[config.mk]
export PLATFORM = sky130hd
export DESIGN_NAME = sap_control_sequencer
export DESIGN_NICKNAME = d
export VERILOG_FILES = /design/src/rtl/sap_pkg.sv /design/src/rtl/sap_microcode_rom.sv /design/src/rtl/sap_control_sequencer.sv
export SDC_FILE = /design/constraint.sdc
export NUM_CORES = 1
export LEC_CHECK = 0
export ABC_AREA = 1
export CAP_MARGIN = 15
export CORE_AREA = 2 2 39 41
export DETAILED_ROUTE_END_ITERATION = 10
export DIE_AREA = 0 0 41 43
export PLACE_DENSITY = 0.78
export SKIP_LAST_GASP = 1
export SYNTH_ARGS = -nofsm -noshare
export SYNTH_HDL_FRONTEND = slang
export SYNTH_SLANG_ARGS = --single-unit
[constraint.sdc]
create_clock -name clk -period 1.5 [get_ports clk]
set_input_delay 0.3 -clock clk [delete_from_list [all_inputs] [get_ports clk]]
set_output_delay 0.3 -clock clk [all_outputs]
set_load 0.005 [all_outputs]
[src/rtl/sap_pkg.sv]
// Shared definitions for the SAP core: opcodes, control-word bit map,
// sequencer state encodings and a small control-word helper.
package sap_pkg;

  localparam int OPW    = 4;
  localparam int CTRL_W = 16;

  // Opcodes carried in IR[7:4]
  localparam logic [3:0] OP_NOP = 4'h0;
  localparam logic [3:0] OP_LDA = 4'h1;
  localparam logic [3:0] OP_ADD = 4'h2;
  localparam logic [3:0] OP_SUB = 4'h3;
  localparam logic [3:0] OP_STA = 4'h4;
  localparam logic [3:0] OP_LDI = 4'h5;
  localparam logic [3:0] OP_JMP = 4'h6;
  localparam logic [3:0] OP_JC  = 4'h7;
  localparam logic [3:0] OP_JZ  = 4'h8;
  localparam logic [3:0] OP_OUT = 4'hE;
  localparam logic [3:0] OP_HLT = 4'hF;

  // Control-word bit indices
  localparam logic [3:0] CTRL_PC_INC   = 4'd0;
  localparam logic [3:0] CTRL_PC_OUT   = 4'd1;
  localparam logic [3:0] CTRL_JUMP     = 4'd2;
  localparam logic [3:0] CTRL_MAR_IN   = 4'd3;
  localparam logic [3:0] CTRL_RAM_IN   = 4'd4;
  localparam logic [3:0] CTRL_RAM_OUT  = 4'd5;
  localparam logic [3:0] CTRL_IR_IN    = 4'd6;
  localparam logic [3:0] CTRL_IR_OUT   = 4'd7;
  localparam logic [3:0] CTRL_A_IN     = 4'd8;
  localparam logic [3:0] CTRL_A_LO_IN  = 4'd9;
  localparam logic [3:0] CTRL_A_OUT    = 4'd10;
  localparam logic [3:0] CTRL_B_IN     = 4'd11;
  localparam logic [3:0] CTRL_SUB      = 4'd12;
  localparam logic [3:0] CTRL_ALU_OUT  = 4'd13;
  localparam logic [3:0] CTRL_FLAG_IN  = 4'd14;
  localparam logic [3:0] CTRL_OUT_IN   = 4'd15;

  // Sequencer states; the encoding doubles as the t_state debug value
  typedef enum logic [2:0] {
    S_T0   = 3'd0,
    S_T1   = 3'd1,
    S_T2   = 3'd2,
    S_T3   = 3'd3,
    S_T4   = 3'd4,
    S_HALT = 3'd6,
    S_RST  = 3'd7
  } state_t;

  // One-hot control word with only bit idx set
  function automatic logic [CTRL_W-1:0] ctrl_bit(input logic [3:0] idx);
    logic [CTRL_W-1:0] v;
    v = {{(CTRL_W-1){1'b0}}, 1'b1} << idx;
    return v;
  endfunction

endpackage

[src/rtl/sap_microcode_rom.sv]
// Combinational microcode: (state, opcode, flags) -> control word, last-step
// marker and halt. Only one bus driver is ever enabled in any row.
module sap_microcode_rom
  import sap_pkg::*;
(
  input  state_t            i_state,
  input  logic [OPW-1:0]    i_opcode,
  input  logic              i_flag_c,
  input  logic              i_flag_z,
  output logic [CTRL_W-1:0] o_ctrl,
  output logic              o_last_step,
  output logic              o_halt
);

  // Decode the current microstep; unlisted opcodes fall through to NOP rows
  always_comb begin
    o_ctrl      = {CTRL_W{1'b0}};
    o_last_step = 1'b0;
    o_halt      = 1'b0;
    case (i_state)
      S_T0: begin
        o_ctrl = ctrl_bit(CTRL_PC_OUT) | ctrl_bit(CTRL_MAR_IN);
      end
      S_T1: begin
        o_ctrl = ctrl_bit(CTRL_RAM_OUT) | ctrl_bit(CTRL_IR_IN) | ctrl_bit(CTRL_PC_INC);
      end
      S_T2: begin
        case (i_opcode)
          OP_LDA, OP_ADD, OP_SUB, OP_STA: begin
            o_ctrl = ctrl_bit(CTRL_IR_OUT) | ctrl_bit(CTRL_MAR_IN);
          end
          OP_LDI: begin
            o_ctrl      = ctrl_bit(CTRL_IR_OUT) | ctrl_bit(CTRL_A_LO_IN);
            o_last_step = 1'b1;
          end
          OP_JMP: begin
            o_ctrl      = ctrl_bit(CTRL_IR_OUT) | ctrl_bit(CTRL_JUMP);
            o_last_step = 1'b1;
          end
          OP_JC: begin
            if (i_flag_c) begin
              o_ctrl = ctrl_bit(CTRL_IR_OUT) | ctrl_bit(CTRL_JUMP);
            end else begin
              o_ctrl = ctrl_bit(CTRL_IR_OUT);
            end
            o_last_step = 1'b1;
          end
          OP_JZ: begin
            if (i_flag_z) begin
              o_ctrl = ctrl_bit(CTRL_IR_OUT) | ctrl_bit(CTRL_JUMP);
            end else begin
              o_ctrl = ctrl_bit(CTRL_IR_OUT);
            end
            o_last_step = 1'b1;
          end
          OP_OUT: begin
            o_ctrl      = ctrl_bit(CTRL_A_OUT) | ctrl_bit(CTRL_OUT_IN);
            o_last_step = 1'b1;
          end
          OP_HLT: begin
            // Enables stay off; the sequencer parks in S_HALT on halt
            o_halt = 1'b1;
          end
          default: begin
            // NOP and undefined opcodes 0x9-0xD
            o_last_step = 1'b1;
          end
        endcase
      end
      S_T3: begin
        case (i_opcode)
          OP_LDA: begin
            o_ctrl      = ctrl_bit(CTRL_RAM_OUT) | ctrl_bit(CTRL_A_IN);
            o_last_step = 1'b1;
          end
          OP_ADD, OP_SUB: begin
            o_ctrl = ctrl_bit(CTRL_RAM_OUT) | ctrl_bit(CTRL_B_IN);
          end
          OP_STA: begin
            o_ctrl      = ctrl_bit(CTRL_A_OUT) | ctrl_bit(CTRL_RAM_IN);
            o_last_step = 1'b1;
          end
          default: begin
            // Not reachable for a stable opcode; end the instruction safely
            o_last_step = 1'b1;
          end
        endcase
      end
      S_T4: begin
        case (i_opcode)
          OP_ADD: begin
            o_ctrl = ctrl_bit(CTRL_ALU_OUT) | ctrl_bit(CTRL_A_IN) | ctrl_bit(CTRL_FLAG_IN);
          end
          OP_SUB: begin
            o_ctrl = ctrl_bit(CTRL_ALU_OUT) | ctrl_bit(CTRL_A_IN) | ctrl_bit(CTRL_FLAG_IN)
                   | ctrl_bit(CTRL_SUB);
          end
          default: begin
            o_ctrl = {CTRL_W{1'b0}};
          end
        endcase
        o_last_step = 1'b1;
      end
      S_HALT: begin
        o_halt = 1'b1;
      end
      S_RST: begin
        o_ctrl = {CTRL_W{1'b0}};
      end
      default: begin
        // Unused encoding: no enables, return to fetch
        o_last_step = 1'b1;
      end
    endcase
  end

endmodule

[src/rtl/sap_control_sequencer.sv]
// SAP control sequencer: T-state register plus next-state mux around the
// microcode ROM. ctrl/halt are combinational from state, opcode and flags.
module sap_control_sequencer #(
  parameter int OPW    = 4,
  parameter int CTRL_W = 16
) (
  input  logic              clk,
  input  logic              rst,
  input  logic [OPW-1:0]    opcode,
  input  logic              flag_c,
  input  logic              flag_z,
  output logic [CTRL_W-1:0] ctrl,
  output logic              halt,
  output logic [2:0]        t_state
);

  import sap_pkg::*;

  state_t            r_state;
  state_t            w_next_state;
  logic [CTRL_W-1:0] w_ctrl;
  logic              w_last_step;
  logic              w_halt;

  sap_microcode_rom u_rom (
    .i_state     (r_state),
    .i_opcode    (opcode),
    .i_flag_c    (flag_c),
    .i_flag_z    (flag_z),
    .o_ctrl      (w_ctrl),
    .o_last_step (w_last_step),
    .o_halt      (w_halt)
  );

  // State register; reset forces S_RST so every enable drops immediately
  always_ff @(posedge clk or posedge rst) begin
    if (rst) begin
      r_state <= S_RST;
    end else begin
      r_state <= w_next_state;
    end
  end

  // Next-state selection: halt wins, then last step returns to fetch
  always_comb begin
    w_next_state = r_state;
    case (r_state)
      S_RST:  w_next_state = S_T0;
      S_T0:   w_next_state = S_T1;
      S_T1:   w_next_state = S_T2;
      S_T2: begin
        if (w_halt) begin
          w_next_state = S_HALT;
        end else if (w_last_step) begin
          w_next_state = S_T0;
        end else begin
          w_next_state = S_T3;
        end
      end
      S_T3: begin
        if (w_last_step) begin
          w_next_state = S_T0;
        end else begin
          w_next_state = S_T4;
        end
      end
      S_T4:   w_next_state = S_T0;
      S_HALT: w_next_state = S_HALT;
      default: w_next_state = S_RST;
    endcase
  end

  assign ctrl    = w_ctrl;
  assign halt    = w_halt;
  assign t_state = r_state;

endmodule
==> run_results.csv <==
group,metric,value,unit
status,status,"finished with violations",
status,violations,"setup timing",
routing,initialDrtViolationCount,19,
synth,syn-instance-count,71,
sta,finalSetupViolCount,17,
routing,routed_wirelength,1610,µm
layout,largest_reg_flops,3,
sta,finalSetupTns,-2.14,ns
layout,drive_gt1_share,57.6,%
synth,netlist_area,428,µm²
die,core,1380,µm²
sta,finClkSkew,0.00470,ns
global_route,overflow,0,
clock_tree,clk-insertion-delay-late,0.23,ns
die,die_area,1760,µm²
critical_path,crit_type,"flip-flop to output port",
synth,synth_top_family_by_area,"simple AND/OR/NAND/NOR gates",
global_route,grtUsageMet1,22.3,%
synth,synth_compound_area_share,10.2,%
synth,synth-seq-cells,3,
global_route,grt_pass1_vias,621,
sta,post-route-period-util,114,%
power_and_ir_drop,p_leak,0.545,nW
clock_tree,clock_path_buffers,2,
layout,layout_commonest_cell,"buf_4",
routing,firstDrtPassIters,6,
global_route,track_usage,19.9,%
layout,final_cell_mix,"18 x buf_4, 13 x inv_1, 13 x buf_2",
synth,yosysWarnings,0,
sta,drv_slew,0,
die,io_pins,28,
sta,hold_slack,0.427,ns
routing,wire_per_inst,11.4,µm
sta,rsz0062_at_grt,"yes",
global_route,grt_first_pass_wirelength,2510,µm
clock_tree,cts.sinks,3,
job,maxCapViolCount,0,
global_route,met2_usage,37.5,%
sta,max_slew_margin,81.9,%
synth,syn-num-nets,79,
clock_tree,cts_tree,"done",
die,die_h,43,µm
synth,synth-adder-area-share,0,%
routing,drc,0,
hold_path,min_path_type,"input pin to asynchronous set/reset pin",
global_route,grt_util_met3,1.57,%
sta,final_hold_viol_count,0,
critical_path,worst_ep_required_time,1.20,ns
layout,antennaDiodeCount,0,
power_and_ir_drop,vdd_drop_max,760,µV
global_route,grt_busiest_layer,"met2",
global_route,antenna_found_initial,0,
clock_tree,cts_root_buffer,"clkbuf_4",
synth,synth_xor_xnor_area_share,0,%
critical_path,endpoint_kind,"output port",
place,numPortBuffers,27,
routing,final_antenna_net_count,0,
synth,synth_simple_gate_area_share,52.9,%
layout,nNetsFinal,134,
power_and_ir_drop,finalPower,0.00139,W
critical_path,start_kind,"flip-flop",
sta,fin_crit,1.71,ns
sta,setup_slack,-0.211,ns
global_route,grt_start_max_net_pins,7,
synth,muxShareOfSynthArea,0,%
synth,syn_avg_cell_area,6.03,µm²
clock_tree,cts.clk_slew.worst_paths,0.04,ns
clock_tree,postCtsHoldBufs,0,
layout,area_growth,119,%
die,num_rows,14,
critical_path,worstPathMaxFanout,4,
routing,vias,647,
power_and_ir_drop,powerDensity,1480,nW/µm²
place,place_hpwl,995,µm
synth,ys_seq_area_share,18.4,%
sta,worstMarginPinSlew,0.272,ns
routing,vias_per_cell,4.59,
clock_tree,cts_made_buffers,3,
critical_path,worst_ep_arrival_time,1.41,ns
layout,utilization,67.7,%
place,gp_congestion,0.809,
clock_tree,htree_num_levels,1,
die,start_util,30.9,%
synth,ys_types,19,
die,die_w,41,µm
sta,fmax,584,MHz
==> worst max-delay path, stage by stage (launching register included) <==
cell	delay, ns
dfstp_2	0.55
inv_4	0.05
nor2_4	0.10
nand2_4	0.08
buf_4	0.15
o21ai_4	0.12
buf_2	0.13
==> metrics by stage <==
step,cells,worst slack (ns),cell area [µm²]
floorplan,71,0.133,428
global placement,126,-0.645,808
detailed placement,126,-0.655,808
CTS,138,-0.219,885
global route,141,-0.280,937
finish,141,-0.211,937
==> kinds of logic (layout without fill, tap and decap cells) <==
logic type,count (synthesis),in the layout
DFF,3,3
AOI/OAI and AO/OA,6,6
buffers and inverters,19,73
and+or+nand+nor,43,43
==> repair_timing <==
action	4_1_cts	5_1_grt
gates resized for setup	83	15
pin swaps	11	10
setup endpoints to repair	20	18
setup buffers	8	5
==> cell usage after synthesis <==
master / count / area share (%)
nand2_1: 12 / 11
nor2_4: 1 / 2.6
nor2_2: 4 / 5.8
nor2_1: 8 / 7.0
buf_4: 2 / 3.5
nand4_1: 4 / 5.8
nor4_1: 1 / 1.5
a21oi_1: 2 / 2.3
nand3_1: 4 / 4.7
o21ai_1: 2 / 2.3
o211ai_1: 1 / 1.8
dfstp_2: 3 / 18
or2_1: 1 / 1.5
inv_1: 15 / 13
inv_2: 2 / 1.8
nand2_2: 4 / 5.8
o21ai_4: 1 / 3.8
nor3_1: 2 / 2.3
nand2_4: 2 / 5.3
==> final timing paths <==
check	startpoint	end	slack, ns	depth (start not counted)
max in group asynchronous	rst	t_state[2]$_DFF_PP1_	1.05	2
hold / removal	rst	t_state[0]$_DFF_PP1_	0.43	2
setup / recovery	t_state[1]$_DFF_PP1_	halt	-0.21	6
hold reg to reg	t_state[1]$_DFF_PP1_	t_state[2]$_DFF_PP1_	0.67	4
setup reg to reg	t_state[0]$_DFF_PP1_	t_state[1]$_DFF_PP1_	0.04	9
min in group clk	t_state[1]$_DFF_PP1_	t_state[2]$_DFF_PP1_	0.67	4
==> per-layer routing <==
layer / routed length, µm / vias up
li1: - / 329
met1: 616 / 291
met2: 913 / 25
met3: 80 / 2
met4: 1 / 0
met5: 0 / -
==> power breakdown <==
| group | internal, W | switching (W) | total, W |
|---|---|---|---|
| clock | 0.0000994 | 0.0000381 | 0.000137 |
| sequential | 0.000140 | 0.0000434 | 0.000183 |
| combinational | 0.000585 | 0.000480 | 0.00107 |
==> cell type report <==
type / instances / area [µm²]
timing repair buffer: 52 / 417
multi-input combinational: 49 / 324
clock buffer: 4 / 26.3
fill: 125 / 447
sequential: 3 / 78.8
inverter: 17 / 71.3
tap: 16 / 20.0
Power figures use the tool's default switching activity.
